## src/rtl/pw_mem_pkg.sv

```systemverilog
// Shared types and helpers for the password-gated memory controller.
// No latency or backpressure of its own; types and constant functions only.
package pw_mem_pkg;

    typedef enum logic [2:0] {
        LOCKED,
        CHECK,
        UNLOCKED,
        CHPW,
        LOCKOUT
    } state_e;

    localparam int NIBBLE_W = 4;

    // Bits needed to hold values 0..v-1.
    function automatic int clog2(input longint unsigned v);
        int r;
        r = 0;
        while ((64'd1 << r) < v) begin
            r++;
        end
        return r;
    endfunction

    function automatic bit nibble_aligned(input int w);
        return (w > 0) && ((w % NIBBLE_W) == 0);
    endfunction

endpackage

```

## src/rtl/pw_mem_ram.sv

```systemverilog
// Single-port synchronous RAM, write-first, registered read: 1-cycle latency.
// No backpressure; one access per enabled cycle, contents are never reset.
module pw_mem_ram
    import pw_mem_pkg::*;
#(
    parameter int ADDR_W = 4,
    parameter int DATA_W = 8
) (
    input  logic              clk_i,
    input  logic              en_i,
    input  logic              we_i,
    input  logic [ADDR_W-1:0] addr_i,
    input  logic [DATA_W-1:0] wdata_i,
    output logic [DATA_W-1:0] rdata_o
);

    logic [DATA_W-1:0] mem_q [2**ADDR_W];
    logic [DATA_W-1:0] rdata_q;

    always_ff @(posedge clk_i) begin
        if (en_i) begin
            if (we_i) begin
                mem_q[addr_i] <= wdata_i;
                rdata_q       <= wdata_i;
            end else begin
                rdata_q <= mem_q[addr_i];
            end
        end
    end

    assign rdata_o = rdata_q;

endmodule

```

## src/rtl/pw_mem_ctrl.sv

```systemverilog
// Keypad password lock with lockout, idle relock and password change, gating a small RAM.
// Reads return one cycle after commit; no backpressure, every key/commit pulse is acted on or dropped.
module pw_mem_ctrl
    import pw_mem_pkg::*;
#(
    parameter int                     PW_DIGITS   = 4,
    parameter logic [PW_DIGITS*4-1:0] PW_INIT     = 16'h1234,
    parameter int                     ADDR_W      = 4,
    parameter int                     DATA_W      = 8,
    parameter int                     MAX_FAIL    = 3,
    parameter int                     LOCKOUT_CYC = 50_000_000,
    parameter int                     IDLE_CYC    = 500_000_000
) (
    input  logic                              clk_i,
    input  logic                              rst_i,
    input  logic [3:0]                        key_i,
    input  logic                              key_valid_i,
    input  logic                              addr_data_i,
    input  logic                              rd_wr_i,
    input  logic                              commit_i,
    input  logic                              relock_i,
    input  logic                              chpw_i,
    output logic                              locked_o,
    output logic                              unlocked_o,
    output logic                              lockout_o,
    output logic [clog2(MAX_FAIL+1)-1:0]      fail_cnt_o,
    output logic [ADDR_W-1:0]                 addr_out_o,
    output logic [DATA_W-1:0]                 data_out_o,
    output logic [DATA_W-1:0]                 rd_data_o,
    output logic                              rd_valid_o
);

    localparam int  PW_W      = PW_DIGITS * 4;
    localparam int  FC_W      = clog2(MAX_FAIL + 1);
    localparam int  DC_W      = clog2(PW_DIGITS + 1);
    localparam int  LO_W      = clog2(LOCKOUT_CYC + 1);
    localparam int  IDLE_W    = clog2(IDLE_CYC + 1);
    localparam bit  WIDTHS_OK = nibble_aligned(ADDR_W) && nibble_aligned(DATA_W);

    if (!WIDTHS_OK) begin : g_width_chk
        $error("ADDR_W and DATA_W must be non-zero multiples of 4");
    end

    state_e              state_q, state_d;
    logic [PW_W-1:0]     pw_q, pw_d, entry_q, entry_d;
    logic [DC_W-1:0]     dcnt_q, dcnt_d;
    logic [FC_W-1:0]     fail_q, fail_d, fail_inc;
    logic [LO_W-1:0]     lo_q, lo_d;
    logic [IDLE_W-1:0]   idle_q, idle_d;
    logic [ADDR_W-1:0]   addr_q, addr_d;
    logic [DATA_W-1:0]   data_q, data_d, rd_data_q, rd_data_d, ram_rdata;
    logic                rd_valid_q, rd_valid_d, chpw_q;
    logic                ram_en, ram_we, last_digit, activity, do_relock;

    assign last_digit = (dcnt_q == DC_W'(PW_DIGITS - 1));
    assign fail_inc   = (fail_q == FC_W'(MAX_FAIL)) ? fail_q : fail_q + FC_W'(1);
    assign activity   = key_valid_i || commit_i;
    // A key or commit in the timeout cycle keeps the session alive.
    assign do_relock  = relock_i || ((idle_q == IDLE_W'(IDLE_CYC - 1)) && !activity);

    always_comb begin
        state_d    = state_q;
        pw_d       = pw_q;
        entry_d    = entry_q;
        dcnt_d     = dcnt_q;
        fail_d     = fail_q;
        lo_d       = '0;
        idle_d     = '0;
        addr_d     = addr_q;
        data_d     = data_q;
        rd_data_d  = rd_valid_q ? ram_rdata : rd_data_q;
        rd_valid_d = 1'b0;
        ram_en     = 1'b0;
        ram_we     = 1'b0;
        unique case (state_q)
            LOCKED: begin
                if (key_valid_i) begin
                    entry_d = PW_W'({entry_q, key_i});
                    dcnt_d  = dcnt_q + DC_W'(1);
                    if (last_digit) state_d = CHECK;
                end
            end
            CHECK: begin
                entry_d = '0;
                dcnt_d  = '0;
                if (entry_q == pw_q) begin
                    state_d = UNLOCKED;
                    fail_d  = '0;
                end else begin
                    fail_d  = fail_inc;
                    state_d = (fail_inc == FC_W'(MAX_FAIL)) ? LOCKOUT : LOCKED;
                end
            end
            LOCKOUT: begin
                if (lo_q == LO_W'(LOCKOUT_CYC - 1)) begin
                    state_d = LOCKED;
                    fail_d  = '0;
                end else begin
                    lo_d = lo_q + LO_W'(1);
                end
            end
            UNLOCKED: begin
                if (do_relock) begin
                    state_d   = LOCKED;
                    addr_d    = '0;
                    data_d    = '0;
                    rd_data_d = '0;
                end else begin
                    idle_d = activity ? '0 : idle_q + IDLE_W'(1);
                    // The RAM sees the registered buffers, so a same-cycle key lands after the access.
                    if (commit_i) begin
                        ram_en     = 1'b1;
                        ram_we     = rd_wr_i;
                        rd_valid_d = !rd_wr_i;
                    end
                    if (key_valid_i) begin
                        if (addr_data_i) addr_d = ADDR_W'({addr_q, key_i});
                        else             data_d = DATA_W'({data_q, key_i});
                    end
                    if (chpw_i && !chpw_q) state_d = CHPW;
                end
            end
            CHPW: begin
                if (do_relock) begin
                    state_d   = LOCKED;
                    entry_d   = '0;
                    dcnt_d    = '0;
                    addr_d    = '0;
                    data_d    = '0;
                    rd_data_d = '0;
                end else begin
                    idle_d = activity ? '0 : idle_q + IDLE_W'(1);
                    if (key_valid_i) begin
                        entry_d = PW_W'({entry_q, key_i});
                        dcnt_d  = dcnt_q + DC_W'(1);
                        if (last_digit) begin
                            pw_d    = PW_W'({entry_q, key_i});
                            entry_d = '0;
                            dcnt_d  = '0;
                            state_d = UNLOCKED;
                        end
                    end else if (!chpw_i) begin
                        entry_d = '0;
                        dcnt_d  = '0;
                        state_d = UNLOCKED;
                    end
                end
            end
            default: state_d = LOCKED;
        endcase
    end

    always_ff @(posedge clk_i) begin
        if (rst_i) begin
            state_q    <= LOCKED;
            pw_q       <= PW_INIT;
            entry_q    <= '0;
            dcnt_q     <= '0;
            fail_q     <= '0;
            lo_q       <= '0;
            idle_q     <= '0;
            addr_q     <= '0;
            data_q     <= '0;
            rd_data_q  <= '0;
            rd_valid_q <= 1'b0;
            chpw_q     <= 1'b0;
        end else begin
            state_q    <= state_d;
            pw_q       <= pw_d;
            entry_q    <= entry_d;
            dcnt_q     <= dcnt_d;
            fail_q     <= fail_d;
            lo_q       <= lo_d;
            idle_q     <= idle_d;
            addr_q     <= addr_d;
            data_q     <= data_d;
            rd_data_q  <= rd_data_d;
            rd_valid_q <= rd_valid_d;
            chpw_q     <= chpw_i;
        end
    end

    pw_mem_ram #(
        .ADDR_W (ADDR_W),
        .DATA_W (DATA_W)
    ) u_ram (
        .clk_i   (clk_i),
        .en_i    (ram_en),
        .we_i    (ram_we),
        .addr_i  (addr_q),
        .wdata_i (data_q),
        .rdata_o (ram_rdata)
    );

    assign locked_o   = (state_q == LOCKED) || (state_q == CHECK);
    assign unlocked_o = (state_q == UNLOCKED) || (state_q == CHPW);
    assign lockout_o  = (state_q == LOCKOUT);
    assign fail_cnt_o = fail_q;
    assign addr_out_o = addr_q;
    assign data_out_o = data_q;
    assign rd_data_o  = rd_valid_q ? ram_rdata : rd_data_q;
    assign rd_valid_o = rd_valid_q;

endmodule

```

## config.mk

```make
export PLATFORM = sky130hd
export DESIGN_NAME = pw_mem_ctrl
export DESIGN_NICKNAME = d
export VERILOG_FILES = /design/src/rtl/pw_mem_pkg.sv /design/src/rtl/pw_mem_ram.sv /design/src/rtl/pw_mem_ctrl.sv
export SDC_FILE = /design/constraint.sdc
export NUM_CORES = 1
export LEC_CHECK = 0
export BUFFER_PORTS_ARGS = -buffer_cell sky130_fd_sc_hd__buf_4
export CAP_MARGIN = 20
export CELL_PAD_IN_SITES_DETAIL_PLACEMENT = 0
export CELL_PAD_IN_SITES_GLOBAL_PLACEMENT = 1
export CORE_ASPECT_RATIO = 0.8
export CORE_MARGIN = 1
export CORE_UTILIZATION = 53
export CTS_BUF_LIST = sky130_fd_sc_hd__clkbuf_4 sky130_fd_sc_hd__clkbuf_8
export DETAILED_ROUTE_END_ITERATION = 12
export PLACE_DENSITY = 0.87
export SLEW_MARGIN = 20
export SYNTH_ARGS = -nofsm -noshare
export SYNTH_HDL_FRONTEND = slang
export SYNTH_HIERARCHICAL = 1
export SYNTH_SLANG_ARGS = --single-unit
```

## constraint.sdc

```tcl
create_clock -name clk_i -period 3.8 [get_ports clk_i]
set_clock_uncertainty 0.15 [all_clocks]
set_input_delay 0.19 -clock clk_i [delete_from_list [all_inputs] [get_ports clk_i]]
set_output_delay 0.19 -clock clk_i [all_outputs]
set_load 0.02 [all_outputs]
```

==> key figures, run 1 <==
STA
  • Slew of the pin with the lowest slew margin: 0.907 ns
  • Setup tns final: 0 ns
  • Fin crit share: 80.6%
  • Slew Viols, Final: 0
  • Final setup fails: 0
  • Min Hold Slack: 0.0857 ns
  • Fin. Hold Viols: 0
  • Final min period: 3.06 ns
  • RSZ-0062 raised after global routing: no
  • Maximum operating frequency: 326 MHz
  • Max_slew headroom: 39.5%

Placement
  • Final RePlAce weighted congestion: 0.888
  • DP Wirelength: 13200 um
  • Port buffer count: 37
  • Placed cells: 1123
  • Placement Cell Area: 11000 um2

Global routing
  • First-pass GRT wire length: 33700 um
  • Gr usage total: 21.1%
  • Vias in the first global route: 6308
  • Largest net degree at the start of global routing: 60
  • GR Overflow Total: 0
  • Initial antenna violation count: 0

Detailed routing
  • Final ANT Viol Nets: 0
  • DR WL/cell: 17.2 um
  • Via count: 6682
  • DRC viols: 0
  • Final WL: 20900 um
  • Initial drt markers: 572
  • Detailed Routing Iterations Pass 1: 5
  • DR vias/cell: 5.52

Floorplan
  • Die Y-Extent: 128 um
  • Starting Density: 54.7%
  • Die Area: 20300 um2
  • Io pins: 38
  • Cell row count: 45
  • Chip width: 159 um
  • Core Region: 19100 um2

Critical path
  • Startpoint types: flop
  • Critical Path Sink Type: flop
  • Kind of critical path: flop to flop
  • Data required, critical path: 4.08 ns
  • Critical path peak fanout: 8
  • Crit path arrival time: 3.34 ns

Clocking
  • H-Tree Depth: 2
  • Clock Sinks: 253
  • Resized cells post-CTS: 0
  • Post-CTS Setup Inserts: 0
  • CTS Buf Count: 40
  • Clock Tree Buf Depth: 3
  • CTS tree: done
  • Root Buffer: clkbuf_8
  • Latest clock arrival within the worst-skew pair: 0.53 ns
  • Clock transition at the registers of the reported paths: 0.06 ns

Cells and area
  • Layout cell share with drive strength beyond 1: 16.6%
  • Area grow syn2layout: 14.0%
  • Post-layout nets: 940
  • Post-Route Utilization: 62.3%
  • Non-filler cells, final: 1210
  • Fin area: 11900 um2
  • Antenna cells: 0

Synth
  • FFs w/ async S/R, synth: 0%
  • Syn Inst Count: 855
  • Post-synthesis mux area share: 9.42%
  • Synth Area in Compound Gates: 4.93%
  • Synth top area cells: edfxtp_1 39%, dfxtp_1 22%, nor2_1 4.3%
  • Distinct cells, synth: 48
  • Synthesized flop and latch total: 253
  • Synth top area share: 39.0%
  • Sequential-to-total area share from yosys stat: 61.4%
  • Synth Area in XOR/XNOR: 5.61%
  • Syn Area/Cell: 12.2 um2
  • Synthesis warning total: 6
  • Post-Syn Nets: 872
  • Synth Area in Simple Gates: 15.6%
  • Synthesized-area fraction occupied by adder cells: 0.598%
  • Top cell type by total area after synthesis: edfxtp_1
  • Post-synth EDFFs: 136
  • Combinational family with the most area after synthesis: simple AND/OR/NAND/NOR gates
  • Post-Syn Area: 10500 um2
  • Main flop type after synthesis: edfxtp_1

Hold path
  • Hold Crit Class: input port to flop

Power
  • Leakage dissipation: 3.96 nW
  • Max VDD drop: 0.000333 V
  • Cell Pwr Density: 455 nW/um2

Run status
  • Outcome: complete, no violations

Job
  • Maximum capacitance violations: 0
-- layout make-up --
type / instances / area, um2
fillers: 1524 / 7210
flip-flops and latches: 253 / 6430
multi-input cells: 552 / 3800
clock buffers: 62 / 741
repair buffers: 66 / 536
well taps: 258 / 323
clock inverters: 9 / 68.8
inverters: 10 / 37.5
-- placed cells by master (no fill, tap or decap), drive strengths merged, types with 5 or more instances in the layout --
| cell type | n |
|---|---|
| edfxtp | 136 |
| nor2 | 120 |
| dfxtp | 117 |
| clkbuf | 62 |
| nand2 | 61 |
| xor2 | 51 |
| buf | 50 |
| mux2i | 40 |
| o21ai | 31 |
| nor3 | 23 |
| nand3b | 22 |
| nand3 | 21 |
| mux4 | 19 |
| nand4 | 18 |
| xnor2 | 16 |
| dlygate4sd3 | 16 |
| a21oi | 16 |
| mux2 | 14 |
| nor2b | 13 |
| o32a | 12 |
| nor4 | 11 |
| inv | 10 |
| nand2b | 10 |
| and3 | 10 |
| a22o | 8 |
| clkinv | 6 |
| ha | 5 |
-- final timing paths --
kind	start	end	slack, ns	cells past startpoint
worst min-delay path	commit_i	idle_q[1]$_SDFF_PP0_	0.09	3
worst min register to register	lo_q[0]$_SDFF_PP0_	lo_q[0]$_SDFF_PP0_	0.31	1
worst max-delay path	idle_q[0]$_SDFF_PP0_	data_out_o[1]$_SDFFE_PP0P_	0.74	8
worst max register to register	idle_q[0]$_SDFF_PP0_	data_out_o[1]$_SDFFE_PP0P_	0.74	8
-- report_power, final --
group	internal, mW	switching (mW)
registers	2.88	0.0429
clock network	1.30	0.998
logic	0.0817	0.115
total	4.27	1.16
-- sequential cells by signal (all words and copies together) (netlist names), 2 cells and up --
signal,flops
rd_data_q,8
addr_out_o,4
dcnt_q,3
fail_cnt_o,2
state_q,3
lo_q,26
u_ram/rdata_o,8
idle_q,29
data_out_o,8
pw_q,16
u_ram/mem_q,128
entry_q,16
-- stage by stage --
stage	total power, mW	setup WS, ns
6_report	5.43	0.736
5_1_grt	5.62	0.541
4_1_cts	5.48	0.713
3_5_place_dp	3.17	0.980
3_3_place_gp	3.17	1.05
2_1_floorplan	3.11	0.773
-- synthesized netlist by cell type (all sizes together), types with 11 or more instances --
cell,n
nand3b,22
o21ai,31
nand4,18
nand2,61
nor3,23
mux4,19
edfxtp,136
mux2,14
xnor2,16
mux2i,40
buf,26
xor2,51
a21oi,16
nand3,21
nor2,120
dfxtp,117
nor2b,13
o32a,12
clkbuf,14
nor4,11
-- worst max-delay path, cell delays in order, from the launching register on --
cell           delay, ns
dfxtp_1             0.39
ha_1                0.22
and4_1              0.28
nand4_1             0.27
nor4_4              0.49
o31a_1              0.19
nor2_1              0.12
a22o_1              0.30
dlygate4sd3_1       0.55
-- cell families (layout without fill, tap and decap cells) --
logic type	count (synthesis)	count (layout)
compound gates	78	78
mux	73	73
buf+inv	50	147
simple gates	329	329
xor+xnor	67	67
fa+ha+maj	5	5
flops	253	253
-- repair_timing --
item                       in CTS  in global routing
setup endpoints to repair       0                  0
hold buffers                   16                  0
hold endpoints to repair       33                  0
-- routing by layer --
metal / track usage (%) / wire length (um)
met1: 30.4 / 9990
met2: 31.8 / 9180
met3: 4.43 / 1320
met4: 7.24 / 379
met5: 0 / 0
Note: power is estimated with default switching activity, not from simulation.
==> run 2: changes to the inputs <==
==> constraint.sdc (replaced) <==
create_clock -name clk_i -period 2.9 [get_ports clk_i]
set_clock_uncertainty 0.15 [all_clocks]
set_input_delay 0.145 -clock clk_i [delete_from_list [all_inputs] [get_ports clk_i]]
set_output_delay 0.145 -clock clk_i [all_outputs]
set_load 0.02 [all_outputs]
==> key figures, run 2 (same netlist as run 1, synthesis figures left out) <==
Global routing
  • Vias in the first global route: 6292 (-0.25%)
  • Largest net degree at the start of global routing: 60 (unchanged)
  • Gr usage total: 21.5% (+0.46 points)
  • GR Overflow Total: 0 (unchanged)
  • Initial antenna violation count: 1 (+1)
  • First-pass GRT wire length: 34300 um (+1.8%)

Critical path
  • Data required, critical path: 3.17 ns (-0.91 ns)
  • CP max-delay cell: dlygate4sd3_1
  • Kind of critical path: flop to flop
  • Startpoint types: flop
  • Max incr delay on CP: 0.57 ns (+0.02 ns)
  • Critical path peak fanout: 5 (-3)
  • Critical Path Sink Type: flop
  • CP cell instances: ha_1 > and4_1 > nand4_1 > nor4_4 > or2_4 > nor4_1 > dlygate4sd3_1
  • Crit path arrival time: 2.89 ns (-0.45 ns)

Cells and area
  • Post-Route Utilization: 63.2% (+0.84 points)
  • Post-layout nets: 955 (+1.6%)
  • Filler cells: 1488 (-2.4%)
  • Area grow syn2layout: 15.6%
  • Leading cell type in the layout, fill and taps excluded: edfxtp_1
  • Layout cell share with drive strength beyond 1: 18.8% (+2.2 points)
  • Max reg flops: 128 (unchanged)
  • Most frequent cells in the layout: 136 x edfxtp_1, 120 x nor2_1, 115 x dfxtp_1, 70 x buf_4, 61 x nand2_1
  • Largest registers: u_ram/mem_q: 128 flops, idle_q: 29 flops, lo_q: 26 flops
  • Biggest register: u_ram/mem_q

Power
  • Net Switching: 1.57 mW (+36%)
  • Int Power: 5.76 mW (+35%)
  • Cell Pwr Density: 606 nW/um2 (+33%)
  • Design Power: 7.33 mW (+35%)
  • Combinational power share: 4.0% (+0.4 points)
  • Leakage dissipation: 4.08 nW (+3.0%)
  • Max VDD drop: 0.000282 V (-15%)
  • Clock share of power: 44.0% (+1.6 points)
  • Sequential share of power: 52.0% (-2.0 points)
  • Switching Share: 21.4% (+0.11 points)

STA
  • RSZ-0062 raised after global routing: no
  • Slew Viols, Final: 0 (unchanged)
  • Final min period: 2.63 ns (-0.439 ns)
  • Max_slew headroom: 42.9% (+3.4 points)
  • Setup tns final: 0 ns (unchanged)
  • Maximum operating frequency: 381 MHz (+17%)
  • Final setup fails: 0 (unchanged)
  • Slew of the pin with the lowest slew margin: 0.855 ns (-0.0522 ns)
  • Fin crit share: 90.5% (+9.9 points)
  • Slack of the critical path: 0.275 ns (-0.461 ns)
  • Fin. Hold Viols: 0 (unchanged)

Clocking
  • Clock transition at the registers of the reported paths: 0.06 ns (about the same)
  • H-Tree Depth: 2 (unchanged)
  • Root Buffer: clkbuf_8
  • CTS tree: done
  • CTS Buf Count: 40 (unchanged)
  • Resized cells post-CTS: 0 (unchanged)
  • Clock Sinks: 253 (unchanged)
  • Latest clock arrival within the worst-skew pair: 0.53 ns (about the same)
  • Clock Tree Buf Depth: 3 (unchanged)

Job
  • Maximum capacitance violations: 0 (unchanged)

Floorplan
  • Io pins: 38 (unchanged)
  • Core Region: 19100 um2 (unchanged)
  • Starting Density: 54.7% (unchanged)
  • Die Area: 20300 um2 (unchanged)
  • Chip width: 159 um (unchanged)
  • Cell row count: 45 (unchanged)
  • Die Y-Extent: 128 um (unchanged)

Detailed routing
  • DR WL/cell: 17.7 um (+3.0%)
  • Initial drt markers: 619 (+8.2%)
  • Detailed Routing Iterations Pass 1: 7 (+2)
  • Final ANT Viol Nets: 0 (unchanged)
  • DR vias/cell: 5.51 (-0.29%)
  • DRC viols: 0 (unchanged)
  • Final WL: 21700 um (+4.2%)
  • Via count: 6740 (+0.87%)

Hold path
  • Hold Crit Class: input port to flop

Placement
  • Port buffer count: 37 (unchanged)
  • Dpl ws: 0.373 ns (-0.608 ns)
  • Final RePlAce weighted congestion: 0.862 (-2.9%)
  • DP Wirelength: 13800 um (+4.4%)

Run status
  • Outcome: complete, no violations
## run 2: changes by cell type in the layout (fill, tap and decap cells not counted), moves of 2 or more
cell / previous run / this run
clkinv_2: 1 / 6
dlygate4sd3_1: 16 / 11
nor3_2: 1 / 5
clkinvlp_4: 2 / 0
buf_4: 50 / 70
bufinv_16: 1 / 4
clkbuf_4: 18 / 11
nor3_1: 22 / 18
## run 2: repair_timing
action | 4_1_cts | 5_1_grt
hold endpoints to repair | 37 | 0
endpoints found under the setup margin | 0 | 1
hold buffers | 11 | 0
setup buffers | 0 | 1
## run 2: stage by stage
stage          area (um2)  std cells  hold WS (ns)
3_3_place_gp        11100       1142         0.204
4_1_cts             12100       1222       0.00113
5_1_grt             12100       1223        0.0155
2_1_floorplan       10500        855        0.0718
6_report            12100       1224        0.0111
3_5_place_dp        11100       1142         0.204
## run 2: cell type report
| type | instances | area (um2) | area share (%) |
|---|---|---|---|
| antenna | 1 | 2.50 | 0.0207 |
| clock buffer | 54 | 674 | 5.58 |
| clock inverter | 15 | 174 | 1.44 |
| inverter | 10 | 37.5 | 0.310 |
| multi-input combinational | 552 | 3820 | 31.6 |
| sequential | 253 | 6430 | 53.1 |
| tap | 258 | 323 | 2.67 |
| timing repair buffer | 81 | 636 | 5.25 |
## run 2: power by group through the flow
stage                     Combinational [mW]  Sequential, mW  Clock (mW)
after floorplan                        0.191            3.89           0
after global placement                 0.274            3.89           0
after detailed placement               0.279            3.89           0
after CTS                              0.291            3.81        3.29
after global routing                   0.327            3.82        3.45
final                                  0.292            3.82        3.23
## run 2: critical path, delay by kind of cell (launching register included)
family	cells	cell delay, ns
flops	1	0.39
buf+inv	1	0.57
simple gates	5	1.18
fa+ha+maj	1	0.23
## run 2: worst paths after layout
path	startpoint	endpoint	slack (ns)	cells after the start
setup / recovery	idle_q[0]$_SDFF_PP0_	rd_valid_o$_SDFF_PP0_	0.27	7
hold / removal	addr_data_i	data_out_o[3]$_SDFFE_PP0P_	0.01	5
setup reg to reg	idle_q[0]$_SDFF_PP0_	rd_valid_o$_SDFF_PP0_	0.27	7
hold reg to reg	lo_q[0]$_SDFF_PP0_	lo_q[0]$_SDFF_PP0_	0.32	1
## run 2: routing by layer
layer,GRT usage [%],vias up,wire [um]
met5,0,-,0
met4,6.56,0,359
met3,5.18,34,1310
met2,31.2,158,9500
met1,32.0,3269,10600
li1,-,3279,-
==> run 3: changes to the inputs <==
--- a/config.mk
+++ b/config.mk
@@ -7,14 +7,15 @@
 export LEC_CHECK = 0
 export BUFFER_PORTS_ARGS = -buffer_cell sky130_fd_sc_hd__buf_4
 export CAP_MARGIN = 20
-export CELL_PAD_IN_SITES_DETAIL_PLACEMENT = 0
-export CELL_PAD_IN_SITES_GLOBAL_PLACEMENT = 1
+export CELL_PAD_IN_SITES_DETAIL_PLACEMENT = 1
+export CELL_PAD_IN_SITES_GLOBAL_PLACEMENT = 2
 export CORE_ASPECT_RATIO = 0.8
 export CORE_MARGIN = 1
-export CORE_UTILIZATION = 53
+export CORE_UTILIZATION = 45
 export CTS_BUF_LIST = sky130_fd_sc_hd__clkbuf_4 sky130_fd_sc_hd__clkbuf_8
 export DETAILED_ROUTE_END_ITERATION = 12
 export PLACE_DENSITY = 0.87
+export REMOVE_ABC_BUFFERS = 1
 export SLEW_MARGIN = 20
 export SYNTH_ARGS = -nofsm -noshare
 export SYNTH_HDL_FRONTEND = slang
==> key figures, run 3 (same netlist as run 1, synthesis figures left out) <==
Global routing
  • Gr busiest metal: met2
  • Met1 usage in global routing: 29.3% (-2.7 points)
  • GR Overflow Total: 0 (unchanged)
  • Vias in the first global route: 7097 (+13%)
  • Initial antenna violation count: 0 (-1)
  • Gr usage total: 21.0% (-0.54 points)
  • Met3 usage: 3.49% (-1.7 points)
  • First-pass GRT wire length: 39500 um (+15%)
  • Largest net degree at the start of global routing: 60 (unchanged)
  • Met2 Usage GRT: 33.7% (+2.5 points)

Clocking
  • CTS tree: done
  • Clock Tree Buf Depth: 3 (unchanged)
  • Root Buffer: clkbuf_8
  • CTS Buf Count: 41 (+2.5%)
  • Latest clock arrival within the worst-skew pair: 0.54 ns (about the same)
  • Resized cells post-CTS: 0 (unchanged)
  • H-Tree Depth: 2 (unchanged)
  • Clock transition at the registers of the reported paths: 0.06 ns (about the same)
  • Clock Sinks: 253 (unchanged)

Detailed routing
  • Via count: 6887 (+2.2%)
  • Final WL: 24500 um (+13%)
  • Detailed Routing Iterations Pass 1: 4 (-3)
  • DR WL/cell: 19.2 um (+8.1%)
  • Final ANT Viol Nets: 0 (unchanged)
  • Initial drt markers: 400 (-35%)
  • DR vias/cell: 5.38 (-2.2%)
  • DRC viols: 0 (unchanged)

STA
  • Max_slew headroom: 39.9% (-3.0 points)
  • Maximum operating frequency: 367 MHz (-3.6%)
  • Fin crit share: 93.9% (+3.4 points)
  • Slew Viols, Final: 0 (unchanged)
  • Slack of the critical path: 0.177 ns (-0.0977 ns)
  • Fin. Hold Viols: 0 (unchanged)
  • Setup tns final: 0 ns (unchanged)
  • RSZ-0062 raised after global routing: no
  • Slew of the pin with the lowest slew margin: 0.901 ns (+0.0460 ns)
  • Final min period: 2.72 ns (+0.0977 ns)
  • Final setup fails: 0 (unchanged)

Critical path
  • Crit path arrival time: 2.99 ns (+0.10 ns)
  • Critical path peak fanout: 7 (+2)
  • CP cell instances: ha_1 > and4_1 > nand4_1 > nor4_4 > or2_4 > nor4_1 > dlygate4sd3_1
  • Max incr delay on CP: 0.58 ns (about the same)
  • Kind of critical path: flop to flop
  • Startpoint types: flop
  • Data required, critical path: 3.16 ns (about the same)
  • CP max-delay cell: dlygate4sd3_1
  • Critical Path Sink Type: flop
  • R2R setup slack: 0.18 ns (-0.10 ns)

Power
  • Leakage dissipation: 4.07 nW (-0.28%)
  • Cell Pwr Density: 593 nW/um2 (-2.1%)
  • Max VDD drop: 0.000360 V (+28%)

Cells and area
  • Leading cell type in the layout, fill and taps excluded: edfxtp_1
  • Largest registers: u_ram/mem_q: 128 flops, idle_q: 29 flops, lo_q: 26 flops
  • Max reg flops: 128 (unchanged)
  • Area grow syn2layout: 16.0%
  • Biggest register: u_ram/mem_q
  • Antenna cells: 0 (-1)
  • Layout cell share with drive strength beyond 1: 18.7% (-0.051 points)
  • Most frequent cells in the layout: 136 x edfxtp_1, 120 x nor2_1, 115 x dfxtp_1, 70 x buf_4, 61 x nand2_1
  • Post-layout nets: 959 (+0.42%)
  • Filler cells: 2364 (+59%)

Floorplan
  • Cell row count: 49 (+8.9%)
  • Chip width: 173 um (+8.4%)
  • Core Region: 22600 um2 (+18%)
  • Die Y-Extent: 138 um (+8.4%)
  • Io pins: 38 (unchanged)
  • Starting Density: 46.3% (-8.4 points)
  • Die Area: 23900 um2 (+18%)

Job
  • Maximum capacitance violations: 0 (unchanged)

Hold path
  • Hold Crit Class: input port to flop

Placement
  • DP Wirelength: 16000 um (+16%)
  • Dpl ws: 0.238 ns (-0.135 ns)
  • Final RePlAce weighted congestion: 0.773 (-10%)
  • Port buffer count: 37 (unchanged)

Run status
  • Outcome: complete, no violations
[run 3: cell count changes in the layout (fill, tap and decap cells not counted), sizes merged]
cell / delta
clkinv: +2
buf: +1
clkinvlp: +1
inv: +1
dlygate4sd3: +2
diode: -1
clkbuf: +4
bufinv: -3
[run 3: repair_timing]
item                                   4_1_cts  5_1_grt
setup buffers                                0        0
hold buffers                                13        0
endpoints found under the hold margin       48        0
[run 3: metal layers]
layer,share of wire [%],vias to the layer above
li1,-,3277
met1,47,3422
met2,46,153
met3,4.3,35
met4,1.8,0
met5,0,-
[run 3: path summary, 6_finish.rpt]
path,from,end,depth (start not counted)
hold reg to reg,lo_q[0]$_SDFF_PP0_,lo_q[0]$_SDFF_PP0_,1
setup reg to reg,idle_q[0]$_SDFF_PP0_,rd_valid_o$_SDFF_PP0_,7
setup / recovery,idle_q[0]$_SDFF_PP0_,rd_valid_o$_SDFF_PP0_,7
hold / removal,key_i[1],data_out_o[1]$_SDFFE_PP0P_,3
[run 3: final cells by class]
type	instances	area, um2	area share (%)
multi-input cells	552	3800	31.3
well taps	306	383	3.15
flip-flops and latches	253	6430	52.9
repair buffers	84	676	5.56
clock buffers	58	711	5.85
inverters	10	37.5	0.309
clock inverters	16	109	0.896
[run 3: per-stage QoR]
step,instance area (um2),std cells,hold slack [ns],util (%),power [mW]
after floorplan,10200,815,0.0641,-,4.05
final,12100,1279,0.271,53.7,7.21
after global routing,12100,1279,0.267,53.7,7.48
after global placement,11200,1192,0.191,49.5,4.17
after CTS,12100,1279,0.239,53.7,7.29
after detailed placement,11200,1192,0.198,49.5,4.17
[run 3: critical path: cells and delay by family, from the launching register on]
kind	cells	cell delay (ns)
simple gates	5	1.25
buf+inv	1	0.58
flops	1	0.40
fa+ha+maj	1	0.22
[run 3: power by group]
group / leakage, nW / switching [mW] / internal, mW
Sequential: 2.19 / 0.0487 / 3.78
Clock: 0.439 / 1.41 / 1.68
Combinational: 1.43 / 0.169 / 0.115
